===== src/rtl/alu4_cmd_if.sv =====
// Command and response handshake bundle for alu4_cmd_unit.
interface alu4_cmd_if #(
  parameter int unsigned NREG = 4
) ();
  localparam int unsigned RAW = $clog2(NREG);

  // Command channel
  logic           cmd_valid;
  logic           cmd_ready;
  logic [2:0]     cmd_op;
  logic [RAW-1:0] cmd_rd;
  logic [RAW-1:0] cmd_ra;
  logic [RAW-1:0] cmd_rb;
  logic           cmd_imm_en;
  logic [3:0]     cmd_imm;

  // Response channel
  logic           rsp_valid;
  logic           rsp_ready;
  logic [3:0]     rsp_data;
  logic           rsp_carry;
  logic           rsp_zero;
  logic [RAW-1:0] rsp_rd;

  // Command source / response consumer side
  modport master (
    output cmd_valid, cmd_op, cmd_rd, cmd_ra, cmd_rb, cmd_imm_en, cmd_imm,
    input  cmd_ready,
    input  rsp_valid, rsp_data, rsp_carry, rsp_zero, rsp_rd,
    output rsp_ready
  );

  // Execution unit side
  modport slave (
    input  cmd_valid, cmd_op, cmd_rd, cmd_ra, cmd_rb, cmd_imm_en, cmd_imm,
    output cmd_ready,
    output rsp_valid, rsp_data, rsp_carry, rsp_zero, rsp_rd,
    input  rsp_ready
  );
endinterface


===== src/rtl/alu4_cmd_unit.sv =====
// Register-to-register execution front end around an external alu4:
// accepts a command, drives the ALU for one cycle, writes back, responds.
module alu4_cmd_unit #(
  parameter int unsigned NREG = 4
) (
  input  logic                     clk,
  input  logic                     rst_n,
  alu4_cmd_if.slave                cmd_if,
  output logic [3:0]               alu_a,
  output logic [3:0]               alu_b,
  output logic [2:0]               alu_op,
  input  logic [3:0]               alu_result,
  input  logic                     alu_carry,
  input  logic                     alu_zero,
  input  logic [$clog2(NREG)-1:0]  dbg_sel,
  output logic [3:0]               dbg_data
);
  localparam int unsigned RAW = $clog2(NREG);

  typedef enum logic [1:0] {IDLE, EXEC, RESP} state_e;

  state_e         state_q, state_d;
  logic [3:0]     regs_q [NREG];
  logic [3:0]     regs_d [NREG];
  logic [3:0]     alu_a_q, alu_a_d;
  logic [3:0]     alu_b_q, alu_b_d;
  logic [2:0]     alu_op_q, alu_op_d;
  logic [RAW-1:0] rd_q, rd_d;
  logic           cmd_ready_q, cmd_ready_d;
  logic           rsp_valid_q, rsp_valid_d;
  logic [3:0]     rsp_data_q, rsp_data_d;
  logic           rsp_carry_q, rsp_carry_d;
  logic           rsp_zero_q, rsp_zero_d;
  logic [RAW-1:0] rsp_rd_q, rsp_rd_d;

  // State, register file, ALU operand and response registers
  always_ff @(posedge clk or negedge rst_n) begin
    if (!rst_n) begin
      state_q     <= IDLE;
      for (int i = 0; i < int'(NREG); i++) regs_q[i] <= 4'd0;
      alu_a_q     <= 4'd0;
      alu_b_q     <= 4'd0;
      alu_op_q    <= 3'd0;
      rd_q        <= '0;
      cmd_ready_q <= 1'b1;
      rsp_valid_q <= 1'b0;
      rsp_data_q  <= 4'd0;
      rsp_carry_q <= 1'b0;
      rsp_zero_q  <= 1'b0;
      rsp_rd_q    <= '0;
    end else begin
      state_q     <= state_d;
      regs_q      <= regs_d;
      alu_a_q     <= alu_a_d;
      alu_b_q     <= alu_b_d;
      alu_op_q    <= alu_op_d;
      rd_q        <= rd_d;
      cmd_ready_q <= cmd_ready_d;
      rsp_valid_q <= rsp_valid_d;
      rsp_data_q  <= rsp_data_d;
      rsp_carry_q <= rsp_carry_d;
      rsp_zero_q  <= rsp_zero_d;
      rsp_rd_q    <= rsp_rd_d;
    end
  end

  // Next-state and datapath updates; everything holds unless a state acts
  always_comb begin
    state_d     = state_q;
    regs_d      = regs_q;
    alu_a_d     = alu_a_q;
    alu_b_d     = alu_b_q;
    alu_op_d    = alu_op_q;
    rd_d        = rd_q;
    cmd_ready_d = cmd_ready_q;
    rsp_valid_d = rsp_valid_q;
    rsp_data_d  = rsp_data_q;
    rsp_carry_d = rsp_carry_q;
    rsp_zero_d  = rsp_zero_q;
    rsp_rd_d    = rsp_rd_q;

    case (state_q)
      IDLE: begin
        if (cmd_if.cmd_valid) begin
          // Operands sampled now, so rd==ra/rb sees the old value
          alu_a_d     = regs_q[cmd_if.cmd_ra];
          alu_b_d     = cmd_if.cmd_imm_en ? cmd_if.cmd_imm : regs_q[cmd_if.cmd_rb];
          alu_op_d    = cmd_if.cmd_op;
          rd_d        = cmd_if.cmd_rd;
          cmd_ready_d = 1'b0;
          state_d     = EXEC;
        end
      end
      EXEC: begin
        regs_d[rd_q] = alu_result;
        rsp_data_d   = alu_result;
        rsp_carry_d  = alu_carry;
        rsp_zero_d   = alu_zero;
        rsp_rd_d     = rd_q;
        rsp_valid_d  = 1'b1;
        state_d      = RESP;
      end
      RESP: begin
        if (cmd_if.rsp_ready) begin
          rsp_valid_d = 1'b0;
          cmd_ready_d = 1'b1;
          state_d     = IDLE;
        end
      end
      default: begin
        rsp_valid_d = 1'b0;
        cmd_ready_d = 1'b1;
        state_d     = IDLE;
      end
    endcase
  end

  assign cmd_if.cmd_ready = cmd_ready_q;
  assign cmd_if.rsp_valid = rsp_valid_q;
  assign cmd_if.rsp_data  = rsp_data_q;
  assign cmd_if.rsp_carry = rsp_carry_q;
  assign cmd_if.rsp_zero  = rsp_zero_q;
  assign cmd_if.rsp_rd    = rsp_rd_q;
  assign alu_a            = alu_a_q;
  assign alu_b            = alu_b_q;
  assign alu_op           = alu_op_q;
  assign dbg_data         = regs_q[dbg_sel];
endmodule


===== src/flat_wrapper.sv =====
// flat-port wrapper written by rule: the top's interface ports become plain ports
module alu4_cmd_unit_flat 
#(
  parameter int unsigned NREG = 4
)
  (clk, rst_n, alu_a, alu_b, alu_op, alu_result, alu_carry, alu_zero, dbg_sel, dbg_data, cmd_if_cmd_valid, cmd_if_cmd_op, cmd_if_cmd_rd, cmd_if_cmd_ra, cmd_if_cmd_rb, cmd_if_cmd_imm_en, cmd_if_cmd_imm, cmd_if_cmd_ready, cmd_if_rsp_valid, cmd_if_rsp_data, cmd_if_rsp_carry, cmd_if_rsp_zero, cmd_if_rsp_rd, cmd_if_rsp_ready);
  alu4_cmd_if #(.NREG(NREG)) cmd_if_i ();
  input  logic clk;
  input  logic rst_n;
  output logic [3:0] alu_a;
  output logic [3:0] alu_b;
  output logic [2:0] alu_op;
  input  logic [3:0] alu_result;
  input  logic alu_carry;
  input  logic alu_zero;
  input  logic [$clog2(NREG)-1:0] dbg_sel;
  output logic [3:0] dbg_data;
  input wire logic [$bits(cmd_if_i.cmd_valid)-1:0] cmd_if_cmd_valid;
  input wire logic [$bits(cmd_if_i.cmd_op)-1:0] cmd_if_cmd_op;
  input wire logic [$bits(cmd_if_i.cmd_rd)-1:0] cmd_if_cmd_rd;
  input wire logic [$bits(cmd_if_i.cmd_ra)-1:0] cmd_if_cmd_ra;
  input wire logic [$bits(cmd_if_i.cmd_rb)-1:0] cmd_if_cmd_rb;
  input wire logic [$bits(cmd_if_i.cmd_imm_en)-1:0] cmd_if_cmd_imm_en;
  input wire logic [$bits(cmd_if_i.cmd_imm)-1:0] cmd_if_cmd_imm;
  output wire logic [$bits(cmd_if_i.cmd_ready)-1:0] cmd_if_cmd_ready;
  output wire logic [$bits(cmd_if_i.rsp_valid)-1:0] cmd_if_rsp_valid;
  output wire logic [$bits(cmd_if_i.rsp_data)-1:0] cmd_if_rsp_data;
  output wire logic [$bits(cmd_if_i.rsp_carry)-1:0] cmd_if_rsp_carry;
  output wire logic [$bits(cmd_if_i.rsp_zero)-1:0] cmd_if_rsp_zero;
  output wire logic [$bits(cmd_if_i.rsp_rd)-1:0] cmd_if_rsp_rd;
  input wire logic [$bits(cmd_if_i.rsp_ready)-1:0] cmd_if_rsp_ready;
  assign cmd_if_i.cmd_valid = cmd_if_cmd_valid;
  assign cmd_if_i.cmd_op = cmd_if_cmd_op;
  assign cmd_if_i.cmd_rd = cmd_if_cmd_rd;
  assign cmd_if_i.cmd_ra = cmd_if_cmd_ra;
  assign cmd_if_i.cmd_rb = cmd_if_cmd_rb;
  assign cmd_if_i.cmd_imm_en = cmd_if_cmd_imm_en;
  assign cmd_if_i.cmd_imm = cmd_if_cmd_imm;
  assign cmd_if_cmd_ready = cmd_if_i.cmd_ready;
  assign cmd_if_rsp_valid = cmd_if_i.rsp_valid;
  assign cmd_if_rsp_data = cmd_if_i.rsp_data;
  assign cmd_if_rsp_carry = cmd_if_i.rsp_carry;
  assign cmd_if_rsp_zero = cmd_if_i.rsp_zero;
  assign cmd_if_rsp_rd = cmd_if_i.rsp_rd;
  assign cmd_if_i.rsp_ready = cmd_if_rsp_ready;
  alu4_cmd_unit #(.NREG(NREG)) u_core (.clk(clk), .rst_n(rst_n), .cmd_if(cmd_if_i), .alu_a(alu_a), .alu_b(alu_b), .alu_op(alu_op), .alu_result(alu_result), .alu_carry(alu_carry), .alu_zero(alu_zero), .dbg_sel(dbg_sel), .dbg_data(dbg_data));
endmodule

===== config.mk =====
export PLATFORM = sky130hd
export DESIGN_NAME = alu4_cmd_unit_flat
export DESIGN_NICKNAME = d
export VERILOG_FILES = /design/src/rtl/alu4_cmd_if.sv /design/src/rtl/alu4_cmd_unit.sv /design/src/flat_wrapper.sv
export SDC_FILE = /design/constraint.sdc
export NUM_CORES = 1
export LEC_CHECK = 0
export CAP_MARGIN = 20
export CORE_MARGIN = 8
export CORE_UTILIZATION = 48
export CTS_CLUSTER_DIAMETER = 120
export DETAILED_ROUTE_END_ITERATION = 10
export PLACE_DENSITY = 0.8
export SLEW_MARGIN = 15
export SYNTH_ARGS = -nofsm -noshare
export SYNTH_HDL_FRONTEND = slang
export SYNTH_SLANG_ARGS = --single-unit

===== constraint.sdc =====
create_clock -name clk -period 2.3 [get_ports clk]
set_clock_uncertainty 0.2 [all_clocks]
set_input_delay 0.345 -clock clk [delete_from_list [all_inputs] [get_ports clk]]
set_output_delay 0.345 -clock clk [all_outputs]
set_load 0.01 [all_outputs]

==> summary.txt, run 1 <==
Run status
  • Status: complete, no violations

Logic synthesis
  • Syn avg cell area: 14.1 sq um
  • Post-Syn Area: 1880 sq um
  • Post-Synth Adder-Cell Area: 0%
  • Distinct cells, synth: 24
  • Multiplexer share of the synthesized area: 31.4%
  • Post-Synth XOR/XNOR Area: 0%
  • Async S/R FF share, synth: 100%
  • Post-synthesis simple-gate area fraction: 9.97%
  • Most common flop cell mapped by yosys: dfrtp_1
  • Share of the synthesized area in the top cell type: 53.2%
  • Number of enable flip-flop cells after synthesis: 0
  • Seq cells post-synth: 41
  • Biggest area consumer among synthesized cells: dfrtp_1
  • Compound-gate portion of the synthesized area: 2.33%
  • Post-synthesis net count: 160
  • Yosys Warn Count: 0
  • Sequential-to-total area share from yosys stat: 54.6%
  • Post-synthesis instance total: 134
  • Synth area leaders: dfrtp_1 53%, mux4_2 14%, mux2_2 7.8%
  • Largest family of logic cells by synthesized area: multiplexers

Timing
  • Final Hold Viols: 0
  • Slew Limit Fails: 0
  • Setup WS post-layout: 0.0566 ns
  • Setup TNS Final: 0 ns
  • Minimum clock period: 2.24 ns
  • Fmax: 0.446 GHz
  • RSZ-0062 raised after global routing: false
  • Final worst-path cycle share: 97.5%
  • Worst Tran Pin Value: 0.883 ns
  • Final setup viols: 0
  • Worst rel slew slack: 41.1%
  • Hold slack: 0.280 ns

Power
  • Leak pwr: 0.00109 uW
  • Clock share of power: 17.0%
  • Power Dens Cells: 1310 nW/um^2
  • Pint: 2280 uW
  • Post-layout total power: 3350 uW
  • Worst VDD drop: 0.715 mV
  • Flop pwr share: 41.6%
  • Logic pwr share: 41.4%
  • P_sw: 1080 uW
  • Sw Share: 32.1%

Route
  • Vias: 1293
  • Final wirelength: 4.12 mm
  • DR WL/cell: 17.3 um
  • DRC Markers: 0
  • DRT Pass-1 Iters: 4
  • Metal-1 WL: 1.61 mm
  • Highest routed metal layer: met4
  • Post-DRT Antenna Nets: 0
  • DRT iter0 DRCs: 25
  • Met2 wire length: 2.11 mm
  • Routed vias/inst: 5.41
  • Wire length on met3: 329 um

Finish
  • Multi-input combinational cell area: 828 sq um
  • Net count, final: 216
  • Register area: 1030 sq um
  • Fillers: 263
  • Area Growth Syn to Fin: 35.6%
  • Most common cell after layout, fill and taps aside: clkdlybuf4s50_1
  • # diodes: 0
  • Share of layout cells above drive strength 1: 23.0%
  • Commonest cells after routing, fill and taps aside: 45 x clkdlybuf4s50_1, 40 x dfrtp_1, 23 x nand2_1, 13 x mux2_2
  • Post-Layout Cell Count: 239

Clock tree
  • Cts bufs inserted: 5
  • Clock root buffer: clkbuf_8
  • Worst-Skew Late Latency: 0.30 ns
  • CTS HTree Levels: 2
  • TritonCTS clock tree: yes
  • # Post-CTS Setup Buffers: 0
  • Clk buf depth: 2
  • # clock sinks: 41
  • Clk pin slew, worst setup/hold paths: 0.07 ns

Worst setup path
  • R2r worst-path depth: 3
  • CP endpoint kind: primary output
  • CP startpoint kind: flop
  • Data required, critical path: 1.75 ns
  • Kind of critical path: reg2out
  • Worst Path Arrival: 1.70 ns
  • Critical path capture point: dbg_data[3]
  • Worst reg2reg path endpoint: u_core.regs_q[9]
  • Worst r2r src: u_core.state_q[1]
  • Worst Setup SP: u_core.regs_q[3]
  • CP max FO: 4
  • R2R Setup Slk: 0.52 ns

Floorplanning
  • Die Y: 78.6 um
  • Initial core utilization: 50.7%
  • # IOs: 51
  • Std-Cell Rows: 22
  • CORE AREA: 3720 sq um
  • Die Width: 78.6 um
  • DIE AREA: 6180 sq um

Global routing
  • Total grt overflow: 0
  • Largest net degree at the start of global routing: 42
  • Initial antenna violation count: 0
  • First-pass GRT wire length: 6.76 mm
  • Tot GR Track Use: 13.9%
  • Vias in the first global route: 1362

Flow run
  • Max cap viols: 0

Place
  • DP Wirelength: 3.24 mm
  • Port Buffers: 50
  • Routability cong.: 0.757
  • Pre-CTS setup slack: -0.297 ns
  • DP Cell Count: 230

Worst hold path
  • Worst Hold Class: reg2reg
==> how the worst min path moves through the flow <==
stage | depth (start not counted) | start | slack, ns | to
floorplan | 0 | rst_n | -0.15 | u_core.alu_a[0]
global placement | 2 | u_core.cmd_if.rsp_carry | 0.26 | u_core.cmd_if.rsp_carry
detailed placement | 2 | u_core.cmd_if.rsp_carry | 0.27 | u_core.cmd_if.rsp_carry
CTS | 2 | u_core.cmd_if.rsp_carry | 0.28 | u_core.cmd_if.rsp_carry
global route | 2 | u_core.cmd_if.rsp_rd[0] | 0.31 | u_core.cmd_if.rsp_rd[0]
finish | 2 | u_core.cmd_if.rsp_carry | 0.28 | u_core.cmd_if.rsp_carry
==> per-layer routing <==
layer	track usage, %	vias up
li1	-	597
met1	15.3	650
met2	23.2	40
met3	6.15	6
met4	5.56	0
met5	0	-
==> registers in the layout, summed over array words and instances (netlist names) <==
signal                   count
u_core.alu_a                 4
u_core.alu_b                 4
u_core.cmd_if.rsp_zero       1
u_core.alu_op                3
u_core.cmd_if.rsp_carry      1
u_core.cmd_if.rsp_valid      1
u_core.cmd_if.rsp_data       4
u_core.cmd_if.cmd_ready      1
u_core.regs_q               16
u_core.cmd_if.rsp_rd         2
u_core.rd_q                  2
u_core.state_q               2
==> power by group through the flow <==
stage                     Sequential [uW]  Combinational [uW]  Clock, uW
after global placement               1370                1380          0
after floorplan                      1410                 702          0
after global routing                 1450                1510        608
after detailed placement             1400                1420          0
after CTS                            1390                1420        590
final                                1390                1390        571
==> cells by family (layout without fill, tap and decap cells) <==
group	after synthesis	count (layout)
compound gates	8	8
buf+inv	6	63
flops	41	41
mux	41	41
simple gates	38	38
==> cells in the mapped netlist, types with 2 or more instances <==
cell type,instances
buf_2,2
a21oi_1,6
mux4_2,12
mux2_1,12
nor2_1,6
mux2i_1,4
dfrtp_1,40
nand2_1,23
mux2_2,13
buf_4,2
==> per-stage QoR <==
| stage | cell area, sq um | utilization, % |
|---|---|---|
| after global routing | 2550 | 68.7 |
| final | 2550 | 68.7 |
| after global placement | 2440 | 65.6 |
| after floorplan | 1880 | - |
| after detailed placement | 2440 | 65.6 |
| after CTS | 2560 | 68.8 |
==> worst max-delay path, stage by stage (launching register included) <==
cell and delay [ns]:
dfrtp_1 0.41, mux4_2 0.49, clkdlybuf4s50_1 0.50
==> layout make-up <==
type / instances / share of cell area [%]
clock buffer: 6 / 2.84
tap: 48 / 2.35
multi-input combinational: 87 / 32.4
inverter: 1 / 0.147
clock inverter: 2 / 1.52
timing repair buffer: 54 / 20.5
sequential: 41 / 40.2
==> timing repair <==
item / 4_1_cts / 5_1_grt
hold endpoints to repair: 32 / 0
setup endpoints to repair: 4 / 3
resized for setup: 4 / 2
cloned: 0 / 0
hold buffers: 1 / 0
Power figures use the tool's default switching activity.
==> run 2, diff against run 1 <==
==> constraint.sdc (replaced) <==
create_clock -name clk -period 2.3 [get_ports clk]
set_clock_uncertainty 0.2 [all_clocks]
set_input_delay 0.575 -clock clk [delete_from_list [all_inputs] [get_ports clk]]
set_output_delay 0.575 -clock clk [all_outputs]
set_load 0.01 [all_outputs]
==> summary.txt, run 2 (same netlist as run 1, synthesis figures left out) <==
Route
  • DRC Markers: 0
  • Routed vias/inst: 5.39
  • DR WL/cell: 17.2 um
  • DRT Pass-1 Iters: 4
  • Final wirelength: 4.12 mm
  • Post-DRT Antenna Nets: 0
  • DRT iter0 DRCs: 40
  • Vias: 1288

Power
  • Clock share of power: 14.0%
  • Leak pwr: 0.00108 uW
  • Pint: 2150 uW
  • Flop pwr share: 43.1%
  • P_sw: 1070 uW
  • Sw Share: 33.3%
  • Worst VDD drop: 0.627 mV
  • Power Dens Cells: 1280 nW/um^2
  • Logic pwr share: 42.8%

Finish
  • Most common cell after layout, fill and taps aside: clkdlybuf4s50_1
  • Share of layout cells above drive strength 1: 24.1%
  • Max reg flops: 16
  • Fillers: 274
  • Multi-input combinational cell area: 828 sq um
  • # diodes: 0
  • Commonest cells after routing, fill and taps aside: 43 x clkdlybuf4s50_1, 40 x dfrtp_1, 23 x nand2_1, 13 x mux2_2
  • Register area: 1030 sq um
  • Largest register by flop count: u_core.regs_q
  • Area Growth Syn to Fin: 34.2%
  • Net count, final: 216

Worst setup path
  • Worst r2r src: u_core.state_q[1]
  • Slowest CP cell: mux4_2
  • Worst reg2reg path endpoint: u_core.regs_q[11]
  • Data required, critical path: 1.52 ns
  • CP startpoint kind: input port
  • Kind of critical path: in2out
  • CP endpoint kind: primary output
  • Worst Path Arrival: 1.49 ns
  • R2r worst-path depth: 3
  • R2R Setup Slk: 0.53 ns
  • CP Cell Sequence: buf_4, mux4_2, dlygate4sd2_1
  • CP max stage delay: 0.49 ns
  • CP max FO: 4

Global routing
  • Vias in the first global route: 1442
  • First-pass GRT wire length: 6.92 mm
  • Largest net degree at the start of global routing: 42
  • Initial antenna violation count: 0
  • Tot GR Track Use: 14.1%
  • Total grt overflow: 0

Clock tree
  • Cts bufs inserted: 5
  • CTS HTree Levels: 2
  • Clk pin slew, worst setup/hold paths: 0.08 ns
  • Clock root buffer: clkbuf_8
  • # clock sinks: 41
  • TritonCTS clock tree: yes
  • Clk buf depth: 2
  • Worst-Skew Late Latency: 0.29 ns

Run status
  • Status: complete, no violations

Place
  • Port Buffers: 50
  • Pre-CTS setup slack: -0.747 ns
  • Routability cong.: 0.757
  • DP Wirelength: 3.26 mm

Floorplanning
  • Initial core utilization: 50.7%
  • Die Width: 78.6 um
  • CORE AREA: 3720 sq um
  • Die Y: 78.6 um
  • DIE AREA: 6180 sq um
  • Std-Cell Rows: 22
  • # IOs: 51

Timing
  • Setup WS post-layout: 0.0387 ns
  • Final Hold Viols: 0
  • Final worst-path cycle share: 98.3%
  • Final setup viols: 0
  • RSZ-0062 raised after global routing: false
  • Fmax: 0.442 GHz
  • Hold slack: 0.132 ns
  • Worst rel slew slack: 66.6%
  • Slew Limit Fails: 0
  • Minimum clock period: 2.26 ns
  • Worst Tran Pin Value: 0.501 ns

Flow run
  • Max cap viols: 0

Worst hold path
  • Worst Hold Class: in2async
[run 2: cell types whose count changed in the layout (fill, tap and decap cells not counted), sizes merged, moves of 2 or more]
cell,previous run,this run
clkdlybuf4s15,0,3
clkbuf,7,5
buf,4,6
clkdlybuf4s50,45,43
[run 2: what timing repair did]
item                                   4_1_cts  5_1_grt
buffers inserted                             0        0
setup endpoints to repair                    4        2
hold buffers                                 0        0
cloned                                       0        0
gates resized for setup                     12        2
endpoints found under the hold margin        0        0
[run 2: metal layers]
metal  up-vias  wire, um  global-route usage [%]  share of wire (%)
met3         7       310                    5.24                7.5
li1        593         -                       -                  -
met2        37      2150                    24.6                 52
met1       651      1600                    14.8                 39
met4         0        60                    6.48                1.5
met5         -         0                       0                  0
[run 2: layout make-up]
class	count	share of cell area, %
inverter	1	0.149
timing repair buffer	54	20.6
clock inverter	3	0.693
sequential	41	40.7
tap	48	2.38
multi-input combinational	87	32.8
clock buffer	5	2.72
[run 2: metrics by stage]
step,area [sq um],setup TNS [ns],total power [uW],utilization [%],std cells
finish,2530,0,3220,68.0,239
global route,2530,0,3430,68.0,239
CTS,2520,0,3270,67.9,239
detailed placement,2440,-3.22,2830,65.8,231
global placement,2440,-2.97,2760,65.8,231
floorplan,1880,0,2110,-,134
[run 2: critical path: cells and delay by family]
family                 cells  cell delay [ns]
buffers and inverters      2             0.43
multiplexers               1             0.49
[run 2: worst max path at each step]
stage               start          end  slack (ns)  cells past startpoint
5_1_grt        dbg_sel[0]  dbg_data[0]       0.004                      3
2_1_floorplan  dbg_sel[0]  dbg_data[0]        0.44                      1
4_1_cts        dbg_sel[0]  dbg_data[3]       0.007                      3
3_5_place_dp   dbg_sel[0]  dbg_data[1]       -0.75                      3
3_3_place_gp   dbg_sel[0]  dbg_data[1]       -0.72                      3
6_report       dbg_sel[0]  dbg_data[0]        0.04                      3
[run 2: power by group through the flow]
| stage | Clock, uW | Sequential [uW] | Combinational, uW |
|---|---|---|---|
| CTS | 472 | 1390 | 1400 |
| finish | 452 | 1390 | 1380 |
| detailed placement | 0 | 1410 | 1430 |
| global route | 487 | 1450 | 1500 |
| floorplan | 0 | 1410 | 702 |
| global placement | 0 | 1370 | 1380 |
==> run 3, diff against run 2 <==
CORE_ASPECT_RATIO = 0.6   (was unset)
==> summary.txt, run 3 (same netlist as run 1, synthesis figures left out) <==
Run status
  • Status: complete, no violations

Worst setup path
  • Worst Path Arrival: 1.50 ns
  • CP endpoint kind: primary output
  • Worst r2r src: u_core.state_q[1]
  • Number of buffers and inverters on the critical path: 1
  • R2R Setup Slk: 0.47 ns
  • Data required, critical path: 1.52 ns
  • CP top delay family: multiplexers
  • R2r worst-path depth: 3
  • Slowest CP cell: mux4_2
  • Worst reg2reg path endpoint: u_core.regs_q[10]
  • CP max stage delay: 0.47 ns
  • CP max FO: 4
  • Kind of critical path: reg2out
  • CP startpoint kind: flop
  • Stages on the worst setup path: 2
  • CP Cell Sequence: mux4_2, dlygate4sd2_1

Clock tree
  • Clock root buffer: clkbuf_8
  • Cts bufs inserted: 5
  • Clk pin slew, worst setup/hold paths: 0.08 ns
  • Worst-Skew Late Latency: 0.30 ns
  • CTS HTree Levels: 2
  • # clock sinks: 41
  • Clk buf depth: 2
  • TritonCTS clock tree: yes

Floorplanning
  • DIE AREA: 6250 sq um
  • Std-Cell Rows: 17
  • CORE AREA: 3720 sq um
  • Die Width: 96.9 um
  • Initial core utilization: 50.6%
  • # IOs: 51
  • Die Y: 64.5 um

Timing
  • Minimum clock period: 2.27 ns
  • Final Hold Viols: 0
  • Setup TNS Final: 0 ns
  • Fmax: 0.440 GHz
  • Hold slack: 0.0376 ns
  • RSZ-0062 raised after global routing: false
  • Slew Limit Fails: 0
  • Final worst-path cycle share: 98.8%
  • Worst Tran Pin Value: 0.514 ns
  • Final setup viols: 0
  • Worst rel slew slack: 65.7%
  • Setup WS post-layout: 0.0266 ns

Global routing
  • Tot GR Track Use: 15.6%
  • First-pass GRT wire length: 7.89 mm
  • Vias in the first global route: 1495
  • Initial antenna violation count: 0
  • Total grt overflow: 0
  • Largest net degree at the start of global routing: 22

Route
  • DR WL/cell: 19.2 um
  • DRT iter0 DRCs: 97
  • DRT Pass-1 Iters: 4
  • Routed vias/inst: 5.52
  • DRC Markers: 0
  • Vias: 1336
  • Post-DRT Antenna Nets: 0
  • Final wirelength: 4.66 mm

Worst hold path
  • Worst Hold Class: in2async

Finish
  • Share of layout cells above drive strength 1: 25.6%
  • Commonest cells after routing, fill and taps aside: 43 x clkdlybuf4s50_1, 40 x dfrtp_1, 23 x nand2_1, 13 x mux2_2
  • Most common cell after layout, fill and taps aside: clkdlybuf4s50_1
  • Max reg flops: 16
  • Area Growth Syn to Fin: 38.9%
  • # diodes: 0
  • Net count, final: 220
  • Largest register by flop count: u_core.regs_q
  • Post-Layout Cell Count: 242

Place
  • Pre-CTS setup slack: -0.752 ns
  • Routability cong.: 0.816
  • Port Buffers: 50
  • DP Wirelength: 3.65 mm
  • DP Cell Count: 233

Power
  • Power Dens Cells: 1360 nW/um^2
  • Leak pwr: 0.00113 uW
  • Worst VDD drop: 0.720 mV

Flow run
  • Max cap viols: 0
==> run 3: cell types whose count changed in the layout (fill, tap and decap cells not counted) <==
| cell | before | now |
|---|---|---|
| buf_12 | 0 | 1 |
| buf_4 | 5 | 8 |
| bufinv_16 | 0 | 2 |
| clkinv_2 | 2 | 1 |
| clkinvlp_4 | 1 | 0 |
==> run 3: worst reg2reg max path: cells and delay by family, from the launching register on <==
kind,cells,cell delay (ns)
and+or+nand+nor,2,0.66
DFF,1,0.45
muxes,1,0.38
==> run 3: what timing repair did <==
item | CTS | global route
setup endpoints to repair | 4 | 1
gates resized for setup | 12 | 2
hold buffers | 0 | 0
cloned | 0 | 0
hold endpoints to repair | 0 | 0
buffers inserted | 1 | 0
==> run 3: per-stage QoR <==
stage | total power, uW | utilization, % | cell area (sq um)
3_3_place_gp | 2830 | 66.6 | 2480
3_5_place_dp | 2910 | 66.6 | 2480
2_1_floorplan | 2110 | - | 1880
6_report | 3560 | 70.3 | 2620
4_1_cts | 3590 | 70.2 | 2610
5_1_grt | 3770 | 70.3 | 2620
==> run 3: power by group <==
part	switching, uW	leakage, uW	internal, uW	total (uW)
Clock	249	0.0000681	431	680
Sequential	319	0.000489	1080	1400
Combinational	573	0.000567	898	1470
Total	1140	0.00113	2410	3560
==> run 3: cell type report <==
type / count / area, sq um
clock buffer: 5 / 68.8
clock inverter: 3 / 65.1
fill: 261 / 1110
inverter: 1 / 3.75
multi-input combinational: 87 / 828
sequential: 41 / 1030
tap: 47 / 58.8
timing repair buffer: 58 / 563
==> run 3: per-layer routing <==
| metal | GRT usage (%) | part of all wire (%) | wire [um] |
|---|---|---|---|
| met1 | 20.9 | 46 | 2160 |
| met2 | 23.4 | 45 | 2080 |
| met3 | 4.66 | 7.5 | 350 |
| met4 | 6.10 | 1.4 | 66 |
| met5 | 0 | 0 | 0 |
==> run 3: how the worst max path moves through the flow <==
stage / to / slack (ns) / start
3_5_place_dp: dbg_data[1] / -0.75 / dbg_sel[0]
6_report: dbg_data[0] / 0.03 / u_core.regs_q[0]
2_1_floorplan: dbg_data[0] / 0.44 / dbg_sel[0]
4_1_cts: dbg_data[3] / 0.005 / dbg_sel[0]
3_3_place_gp: dbg_data[3] / -0.72 / dbg_sel[0]
5_1_grt: dbg_data[0] / 0.0002 / u_core.regs_q[0]
